===== src/rtl/conv_pkg.sv =====
// Shared definitions for the convolution window sequencer.
//   state_e          : walker FSM state encoding (3-bit)
//   result_dim()     : number of output pixels along one axis
//   acc_width_ok()   : true when an accumulator width cannot overflow a full window
package conv_pkg;

  typedef enum logic [2:0] {
    ST_IDLE = 3'd0,
    ST_LOAD = 3'd1,
    ST_MAC  = 3'd2,
    ST_EMIT = 3'd3,
    ST_DONE = 3'd4
  } state_e;

  function automatic int unsigned result_dim(input int unsigned img, input int unsigned kern,
                                             input int unsigned pad, input int unsigned stride);
    return (img - kern + 2 * pad) / stride + 1;
  endfunction

  function automatic bit acc_width_ok(input int unsigned acc_w, input int unsigned bw,
                                      input int unsigned n_terms);
    return acc_w >= 2 * bw + $clog2(n_terms);
  endfunction

endpackage


===== src/rtl/conv_mac_acc.sv =====
// Signed multiply-accumulate for one convolution window.
//   clk, rst_n : clock, asynchronous active-low reset
//   clr        : zero the accumulator (takes priority over en)
//   en         : add sext(a)*sext(b) to the accumulator
//   a, b       : signed two's-complement operands, BITWIDTH bits
//   acc        : running sum, ACC_WIDTH bits, wraps modulo 2^ACC_WIDTH
module conv_mac_acc #(
  parameter int BITWIDTH  = 8,
  parameter int ACC_WIDTH = 20
) (
  input  logic                 clk,
  input  logic                 rst_n,
  input  logic                 clr,
  input  logic                 en,
  input  logic [BITWIDTH-1:0]  a,
  input  logic [BITWIDTH-1:0]  b,
  output logic [ACC_WIDTH-1:0] acc
);

  logic [2*BITWIDTH-1:0] a_ext;
  logic [2*BITWIDTH-1:0] b_ext;
  logic [2*BITWIDTH-1:0] prod;
  logic [ACC_WIDTH-1:0]  prod_ext;
  logic [ACC_WIDTH-1:0]  acc_d;
  logic [ACC_WIDTH-1:0]  acc_q;

  always_comb begin
    // Low 2*BITWIDTH bits of the product of sign-extended operands equal the
    // signed product, so a plain multiply is sufficient.
    a_ext    = {{BITWIDTH{a[BITWIDTH-1]}}, a};
    b_ext    = {{BITWIDTH{b[BITWIDTH-1]}}, b};
    prod     = a_ext * b_ext;
    prod_ext = {{(ACC_WIDTH - 2*BITWIDTH + 1){prod[2*BITWIDTH-1]}}, prod[2*BITWIDTH-2:0]};
    acc_d    = acc_q;
    if (clr) begin
      acc_d = '0;
    end else if (en) begin
      acc_d = acc_q + prod_ext;
    end
  end

  always_ff @(posedge clk or negedge rst_n) begin
    if (!rst_n) begin
      acc_q <= '0;
    end else begin
      acc_q <= acc_d;
    end
  end

  assign acc = acc_q;

endmodule


===== src/rtl/conv_window_sequencer.sv =====
// Consumer-side driver for a conv_buffer: walks the output anchor grid, steps
// the kernel element index, accumulates img_cal*wei_cal and streams one result
// per output pixel.
//   clk_en, rst_n            : clock, asynchronous active-low reset
//   start / busy / done      : layer-controller handshake
//   conv_on, anchor_l/_c     : window enable and top-left corner (padded coords)
//   buf_l / buf_c            : kernel element row/column index
//   img_cal / wei_cal        : element pair returned combinationally by conv_buffer
//   result_valid/_ready      : output stream handshake
//   result_data/_l/_c        : dot product and its output-grid coordinates
module conv_window_sequencer
  import conv_pkg::*;
#(
  parameter int WEIGHT_W  = 2,
  parameter int WEIGHT_H  = 2,
  parameter int IMG_W     = 4,
  parameter int IMG_H     = 4,
  parameter int PADDING   = 0,
  parameter int STRIDE    = 1,
  parameter int BITWIDTH  = 8,
  parameter int ACC_WIDTH = 20
) (
  input  logic                 clk_en,
  input  logic                 rst_n,
  input  logic                 start,
  output logic                 busy,
  output logic                 done,
  output logic                 conv_on,
  output logic [31:0]          anchor_l,
  output logic [31:0]          anchor_c,
  output logic [3:0]           buf_l,
  output logic [3:0]           buf_c,
  input  logic [BITWIDTH-1:0]  img_cal,
  input  logic [BITWIDTH-1:0]  wei_cal,
  output logic                 result_valid,
  input  logic                 result_ready,
  output logic [ACC_WIDTH-1:0] result_data,
  output logic [15:0]          result_l,
  output logic [15:0]          result_c
);

  localparam int unsigned RESULT_W = result_dim(IMG_W, WEIGHT_W, PADDING, STRIDE);
  localparam int unsigned RESULT_H = result_dim(IMG_H, WEIGHT_H, PADDING, STRIDE);

  localparam logic [3:0]  BUF_C_LAST = 4'(WEIGHT_W - 1);
  localparam logic [3:0]  BUF_L_LAST = 4'(WEIGHT_H - 1);
  localparam logic [15:0] OUT_C_LAST = 16'(RESULT_W - 1);
  localparam logic [15:0] OUT_L_LAST = 16'(RESULT_H - 1);
  localparam logic [31:0] STEP       = 32'(STRIDE);

  if (!acc_width_ok(ACC_WIDTH, BITWIDTH, WEIGHT_W * WEIGHT_H)) begin : g_acc_width_too_small
    $error("conv_window_sequencer: ACC_WIDTH too small for a full window sum");
  end

  state_e      state_q, state_d;
  logic        busy_q, busy_d;
  logic        done_q, done_d;
  logic        conv_on_q, conv_on_d;
  logic        valid_q, valid_d;
  logic [31:0] anchor_l_q, anchor_l_d;
  logic [31:0] anchor_c_q, anchor_c_d;
  logic [3:0]  buf_l_q, buf_l_d;
  logic [3:0]  buf_c_q, buf_c_d;
  logic [15:0] out_l_q, out_l_d;
  logic [15:0] out_c_q, out_c_d;

  logic                 acc_clr;
  logic                 acc_en;
  logic [ACC_WIDTH-1:0] acc;

  // The window is captured in LOAD, so the accumulator is cleared there and
  // the MAC cycles consume one element pair each with no pipeline delay.
  assign acc_clr = (state_q == ST_LOAD);
  assign acc_en  = (state_q == ST_MAC);

  conv_mac_acc #(
    .BITWIDTH (BITWIDTH),
    .ACC_WIDTH(ACC_WIDTH)
  ) u_mac (
    .clk  (clk_en),
    .rst_n(rst_n),
    .clr  (acc_clr),
    .en   (acc_en),
    .a    (img_cal),
    .b    (wei_cal),
    .acc  (acc)
  );

  always_comb begin
    state_d    = state_q;
    conv_on_d  = conv_on_q;
    valid_d    = valid_q;
    anchor_l_d = anchor_l_q;
    anchor_c_d = anchor_c_q;
    buf_l_d    = buf_l_q;
    buf_c_d    = buf_c_q;
    out_l_d    = out_l_q;
    out_c_d    = out_c_q;

    unique case (state_q)
      ST_IDLE: begin
        if (start) begin
          state_d    = ST_LOAD;
          conv_on_d  = 1'b1;
          anchor_l_d = '0;
          anchor_c_d = '0;
          out_l_d    = '0;
          out_c_d    = '0;
          buf_l_d    = '0;
          buf_c_d    = '0;
        end
      end
      ST_LOAD: begin
        state_d = ST_MAC;
        buf_l_d = '0;
        buf_c_d = '0;
      end
      ST_MAC: begin
        if (buf_c_q == BUF_C_LAST) begin
          buf_c_d = '0;
          if (buf_l_q == BUF_L_LAST) begin
            buf_l_d = '0;
            valid_d = 1'b1;
            state_d = ST_EMIT;
          end else begin
            buf_l_d = buf_l_q + 4'd1;
          end
        end else begin
          buf_c_d = buf_c_q + 4'd1;
        end
      end
      ST_EMIT: begin
        if (valid_q && result_ready) begin
          valid_d = 1'b0;
          if (out_c_q < OUT_C_LAST) begin
            out_c_d    = out_c_q + 16'd1;
            anchor_c_d = anchor_c_q + STEP;
            state_d    = ST_LOAD;
          end else if (out_l_q < OUT_L_LAST) begin
            out_c_d    = '0;
            anchor_c_d = '0;
            out_l_d    = out_l_q + 16'd1;
            anchor_l_d = anchor_l_q + STEP;
            state_d    = ST_LOAD;
          end else begin
            conv_on_d  = 1'b0;
            anchor_l_d = '0;
            anchor_c_d = '0;
            buf_l_d    = '0;
            buf_c_d    = '0;
            state_d    = ST_DONE;
          end
        end
      end
      ST_DONE: begin
        state_d = ST_IDLE;
      end
      default: begin
        state_d   = ST_IDLE;
        conv_on_d = 1'b0;
        valid_d   = 1'b0;
      end
    endcase

    busy_d = (state_d != ST_IDLE);
    done_d = (state_d == ST_DONE);
  end

  always_ff @(posedge clk_en or negedge rst_n) begin
    if (!rst_n) begin
      state_q    <= ST_IDLE;
      busy_q     <= 1'b0;
      done_q     <= 1'b0;
      conv_on_q  <= 1'b0;
      valid_q    <= 1'b0;
      anchor_l_q <= '0;
      anchor_c_q <= '0;
      buf_l_q    <= '0;
      buf_c_q    <= '0;
      out_l_q    <= '0;
      out_c_q    <= '0;
    end else begin
      state_q    <= state_d;
      busy_q     <= busy_d;
      done_q     <= done_d;
      conv_on_q  <= conv_on_d;
      valid_q    <= valid_d;
      anchor_l_q <= anchor_l_d;
      anchor_c_q <= anchor_c_d;
      buf_l_q    <= buf_l_d;
      buf_c_q    <= buf_c_d;
      out_l_q    <= out_l_d;
      out_c_q    <= out_c_d;
    end
  end

  assign busy         = busy_q;
  assign done         = done_q;
  assign conv_on      = conv_on_q;
  assign anchor_l     = anchor_l_q;
  assign anchor_c     = anchor_c_q;
  assign buf_l        = buf_l_q;
  assign buf_c        = buf_c_q;
  assign result_valid = valid_q;
  assign result_data  = acc;
  assign result_l     = out_l_q;
  assign result_c     = out_c_q;

endmodule


===== config.mk =====
export PLATFORM = sky130hd
export DESIGN_NAME = conv_window_sequencer
export DESIGN_NICKNAME = d
export VERILOG_FILES = /design/src/rtl/conv_pkg.sv /design/src/rtl/conv_mac_acc.sv /design/src/rtl/conv_window_sequencer.sv
export SDC_FILE = /design/constraint.sdc
export NUM_CORES = 1
export LEC_CHECK = 0
export BUFFER_PORTS_ARGS = -buffer_cell sky130_fd_sc_hd__buf_4
export CAP_MARGIN = 20
export CORE_ASPECT_RATIO = 1.1
export CORE_MARGIN = 2
export CORE_UTILIZATION = 45
export DETAILED_ROUTE_END_ITERATION = 10
export GPL_TIMING_DRIVEN = 0
export HOLD_SLACK_MARGIN = 0.02
export PLACE_DENSITY = 0.72
export SETUP_SLACK_MARGIN = 0.3
export SLEW_MARGIN = 5
export SYNTH_ARGS = -nofsm -noshare
export SYNTH_HDL_FRONTEND = slang
export SYNTH_HIERARCHICAL = 1
export SYNTH_SLANG_ARGS = --single-unit
export TNS_END_PERCENT = 1

===== constraint.sdc =====
create_clock -name clk_en -period 2.3 [get_ports clk_en]
set_clock_uncertainty 0.2 [all_clocks]
set_input_delay 0.115 -clock clk_en [delete_from_list [all_inputs] [get_ports clk_en]]
set_output_delay 0.115 -clock clk_en [all_outputs]
set_load 0.02 [all_outputs]

; ---- Word level (Yosys, flattened, before mapping)
; Index checks and enable logic that the tools add are counted.
; W data, S select, Z words.
[word_totals]
register_bits = 131
elab_cells = 99
in_bits = 20
out_inout_bits = 128
[op_classes]
mul = 1
bitwise_logic = 2
eq_ne = 15
n_reduce_logical = 16
muxes = 44
n_lt_le_gt_ge = 2
addsub = 7
[ops]
columns = cell, count
row1 = $mux W32, 6
row2 = $pmux W32 S2, 2
row3 = $mux W16, 7
row4 = $add A32 B1 Y32 const B, 2
row5 = $pmux W16 S2, 2
row6 = $mux W20, 2
row7 = $add A16 B1 Y16 const B, 2
row8 = $lt A16 B2 Y1 const B, 2
row9 = $pmux W4 S4, 2
row10 = $mux W4, 7
row11 = $add A20 B20 Y20, 1
row12 = $mux W3, 6
row13 = $mul A8 B8 Y16, 1
row14 = $reduce_and A5 Y1, 3
row15 = $pmux W3 S4, 1
row16 = $reduce_and A4 Y1, 3
row17 = $ne A2 B2 Y1 const B, 5
row18 = $add A4 B1 Y4 const B, 2
row19 = $eq A4 B1 Y1 const B, 2
row20 = $mux W1, 7
row21 = $eq A3 B2 Y1 const B, 2
row22 = $eq A3 B3 Y1 const B, 2
row23 = $pmux W1 S3, 2
row24 = $reduce_and A6 Y1, 1
row25 = 11 further kinds, 15

; ---- Logic depth before layout (Yosys ltp)
[depth]
ltp_word = 6
depth_mapped = 27
ltp_nobuf = 27

; ---- Cells and area by module
; Netlist, hierarchy kept.
[modules_own_cells]
columns = module, area_per_inst_um2, instances, cells_each, seq_area_each_um2
row1 = conv_window_sequencer, 5664.2, 1, 600, 2777.7
row2 = conv_mac_acc, 4122.7, 1, 465, 500.5

; ---- Least setup slack after synthesis
; No wires, ideal clock.
[synth_timing]
path_type = input -> register
start = input port img_cal[7]
end = register u_mac.acc_q[19], in the netlist u_mac/acc[19]
n_path_buf = 0
slack_ns = -3.270
required_time_ns = 2.022
cell_stages = 24
arrival_time_ns = 5.292
setup_time_ns = 0.078
path_cell_list = and2_1 fa_1 inv_1 fa_1 inv_1 fa_1 inv_1 fa_1 inv_1 ha_1 a21oi_1 nor2_1 nor2_1 a31oi_1 xnor2_1 ha_1 a21oi_1 nand2_1 nor3_1 o21ai_0 o211ai_1 xnor2_1 nand3_1 a21oi_1
[synth_between]
elab_chain_cells = 4
[synth_rtl]
columns = item, line
row1 = start: declaration, conv_window_sequencer.sv:33  ; input logic [BITWIDTH-1:0] img_cal,
row2 = $mul A8 B8 Y16, conv_mac_acc.sv:32  ; prod = a_ext * b_ext;
row3 = $add A20 B20 Y20, conv_mac_acc.sv:38  ; acc_d = acc_q + prod_ext;
row4 = $mux W20, conv_mac_acc.sv:37  ; end else if (en) begin
row5 = $mux W20, conv_mac_acc.sv:35  ; if (clr) begin
row6 = end signal: assignment, conv_mac_acc.sv:44  ; acc_q <= '0;
row7 = end signal: assignment, conv_mac_acc.sv:46  ; acc_q <= acc_d;
row8 = end: declaration, conv_mac_acc.sv:25  ; logic [ACC_WIDTH-1:0] acc_q;
; Every way passes these cells. The select of a mux whose other input is x is not followed.
; A chain may end at the register's enable or synchronous reset.

; ---- Worst setup path in the final report
; Ends and elaborated chain as after synthesis.

==> summary.txt <==
final core utilization -> 59.5%
post-synth cell types -> 66
violated checks -> setup timing
routability cong. -> 0.879
fin area -> 12700 um^2
crit end category -> flop
Rel. slew slack -> 47.7%
CTS root buf -> clkbuf_16
worst skew pair latency -> 430 ps
syn_area_per_cell -> 9.19 um^2
GRT Util Overall -> 22.9%
DRT antenna net count -> 0
overall die width -> 145 um
initial antenna violation count -> 0
IO Port Bufs -> 147
DRT Wirelength -> 25800 um
die area -> 22900 um^2
GR Overflow Total -> 0
Arrival @ worst endpoint -> 5180 ps
status -> finished with violations
Final Instance Count excl. Fillers -> 1552
num ports -> 148
Clock transition at path regs -> 70 ps
#FFs+latches synth -> 131
Critical Path RT -> 2400 ps
effective utilization at floorplan -> 45.8%
setup ws final -> -2780 ps
total number of vias -> 8707
final setup fails -> 63
P_leak -> 5.90 nW
async set-reset flop share out of synthesis -> 100%
Synth Instances -> 1065
Initial DRC Count -> 567
DP Area -> 11400 um^2
Crit Path Class -> input port to flop
Rows -> 56
post-synth design cell area -> 9790 um^2
final slew viol count -> 0
Post-synth top flop -> dfrtp_1
most common cell after layout, fill and taps aside -> buf_4
diode count -> 0
layout cell share with drive strength beyond 1 -> 26.6%
# H-tree levels -> 4
vias in the first global route -> 8465
P&R area growth vs syn -> 29.8%
TritonCTS buffer count -> 17
maximum clock path buffer count -> 2
crit share post-route -> 221%
Worst-Margin Slew -> 777 ps
core area -> 21400 um^2
Final HPWL DP -> 18500 um
WL per Instance -> 16.6 um
first-pass GRT wire length -> 41900 um
Post-synth EDFFs -> 0
post-synthesis sequential area ratio -> 33.5%
shortest period the worst path allows -> 5080 ps
final hold vios -> 0
pre-CTS setup slack -> -3350 ps
TritonRoute pass-1 iters -> 6
pwr/cell area -> 1690 nW/um^2
Chip Height -> 159 um
Filler Cell Count -> 1842
Tot Pwr -> 0.0215 W
largest net degree at the start of global routing -> 67
Final Net Count -> 1382
maxcap violations -> 0
clk sinks -> 131
CP Launch Type -> input port
RSZ-0062 raised after global routing -> yes
Critical Path Fanout Max -> 8
Post-Syn Nets -> 1198
Synth Warn # -> 6
worst vdd rail ir drop -> 0.00241 V
DR vias/cell -> 5.61
type of the most critical hold path -> input port to asynchronous set/reset pin
CTS tree -> built
DP Cell Count -> 1503
DRC Markers -> 0
most frequent cells in the layout -> buf_4 (159), dfrtp_1 (131), inv_1 (107), nand2_1 (65), nor2_1 (60)
Fmax achieved -> 0.197 GHz
[final cells by class]
cell class | instances | area [um^2] | area share [%]
plain buffers | 34 | 272 | 2.14
clock inverters | 15 | 146 | 1.15
clock buffers | 17 | 425 | 3.35
well taps | 290 | 363 | 2.86
repair buffers | 165 | 1290 | 10.2
flip-flops and latches | 131 | 3280 | 25.8
multi-input cells | 780 | 6480 | 51.0
inverters | 120 | 453 | 3.56
[sequential cells by signal, summed over array words and instances (netlist names)]
signal	cells
buf_c	4
state_q	3
buf_l	4
anchor_c	32
anchor_l	32
conv_on	1
done	1
u_mac/acc	20
busy	1
result_l	16
result_valid	1
result_c	16
[cell usage after synthesis (all sizes together), types with 14 or more instances]
library cell,instances,area share [%]
dfrtp,131,33
o21ai,59,3.0
nor2,64,2.5
buf,16,0.89
nand4,33,2.1
nand2,68,2.6
xor2,28,2.5
clkbuf,18,0.69
a21oi,44,2.3
nor4,14,1.1
o21a,17,1.3
ha,57,7.3
inv,120,4.6
and2,60,3.8
nand3,51,2.6
fa,56,11
xnor2,32,2.9
a211oi,14,1.1
nor3,29,1.5
a21o,21,1.6
[cell families (layout without fill, tap and decap cells)]
kind of cell | count (synthesis) | after routing | synth area share (%)
and+or+nand+nor | 385 | 385 | 21.1
buffers and inverters | 154 | 351 | 6.19
xor gates and xnor gates | 60 | 60 | 5.37
adders and majority gates | 113 | 113 | 18.7
muxes | 10 | 10 | 1.06
AOI/OAI and AO/OA | 212 | 212 | 14.1
DFF | 131 | 131 | 33.5
[metal layers]
metal,vias to the layer above,routed length [um],global-route usage (%)
li1,4079,-,-
met1,4288,11000,31.1
met2,300,12500,37.1
met3,40,1730,3.43
met4,0,610,8.60
met5,-,0,0
[power breakdown]
group | total (W) | leakage (nW) | switching (W) | internal [W]
Clock | 0.00266 | 0.281 | 0.00115 | 0.00152
Combinational | 0.0153 | 3.89 | 0.00793 | 0.00736
Sequential | 0.00356 | 1.73 | 0.000665 | 0.00290
[repair_timing]
item | CTS | global route
endpoints found under the setup margin | 120 | 126
setup buffers | 7 | 7
pin swaps | 35 | 58
hold endpoints to repair | 79 | 0
resized for setup | 79 | 83
hold buffers | 3 | 0
[worst max-delay path, cell delays in order]
cell      delay [ps]
buf_4            140
and2_4           160
fa_2             630
inv_2             80
fa_1             480
inv_1             50
fa_1             470
inv_1             50
fa_1             490
inv_2             40
ha_4             220
a21oi_2          170
nor2_1            70
nor2_1           210
a31oi_4          150
xnor2_4          320
ha_4             280
a21oi_2          150
nand2_2          110
nor3_2           120
o21ai_1           80
o211ai_1         200
xnor2_1          170
a21o_1           160
a21oi_2           50
[worst paths after layout]
| path | startpoint | end | slack (ps) | depth (start not counted) |
|---|---|---|---|---|
| setup / recovery | img_cal[7] | u_mac/acc[19] | -2780 | 25 |
| hold / removal | rst_n | result_c[10] | 70 | 2 |
| setup reg to reg | u_mac/acc[0] | u_mac/acc[12] | -560 | 11 |
| hold reg to reg | result_l[2] | result_l[2] | 330 | 2 |
| max in group asynchronous | rst_n | u_mac/acc[13] | 1080 | 3 |
| min in group clk_en | img_cal[0] | u_mac/acc[0] | 70 | 5 |
[through the flow]
step           hold slack [ps]  setup TNS, ps
2_1_floorplan             -381         -33940
3_3_place_gp               178         -62240
3_5_place_dp             -35.0         -63950
4_1_cts                   65.8         -37960
5_1_grt                    100         -49090
6_report                  66.4         -39430
No activity file was read; power rests on OpenSTA's default activity.
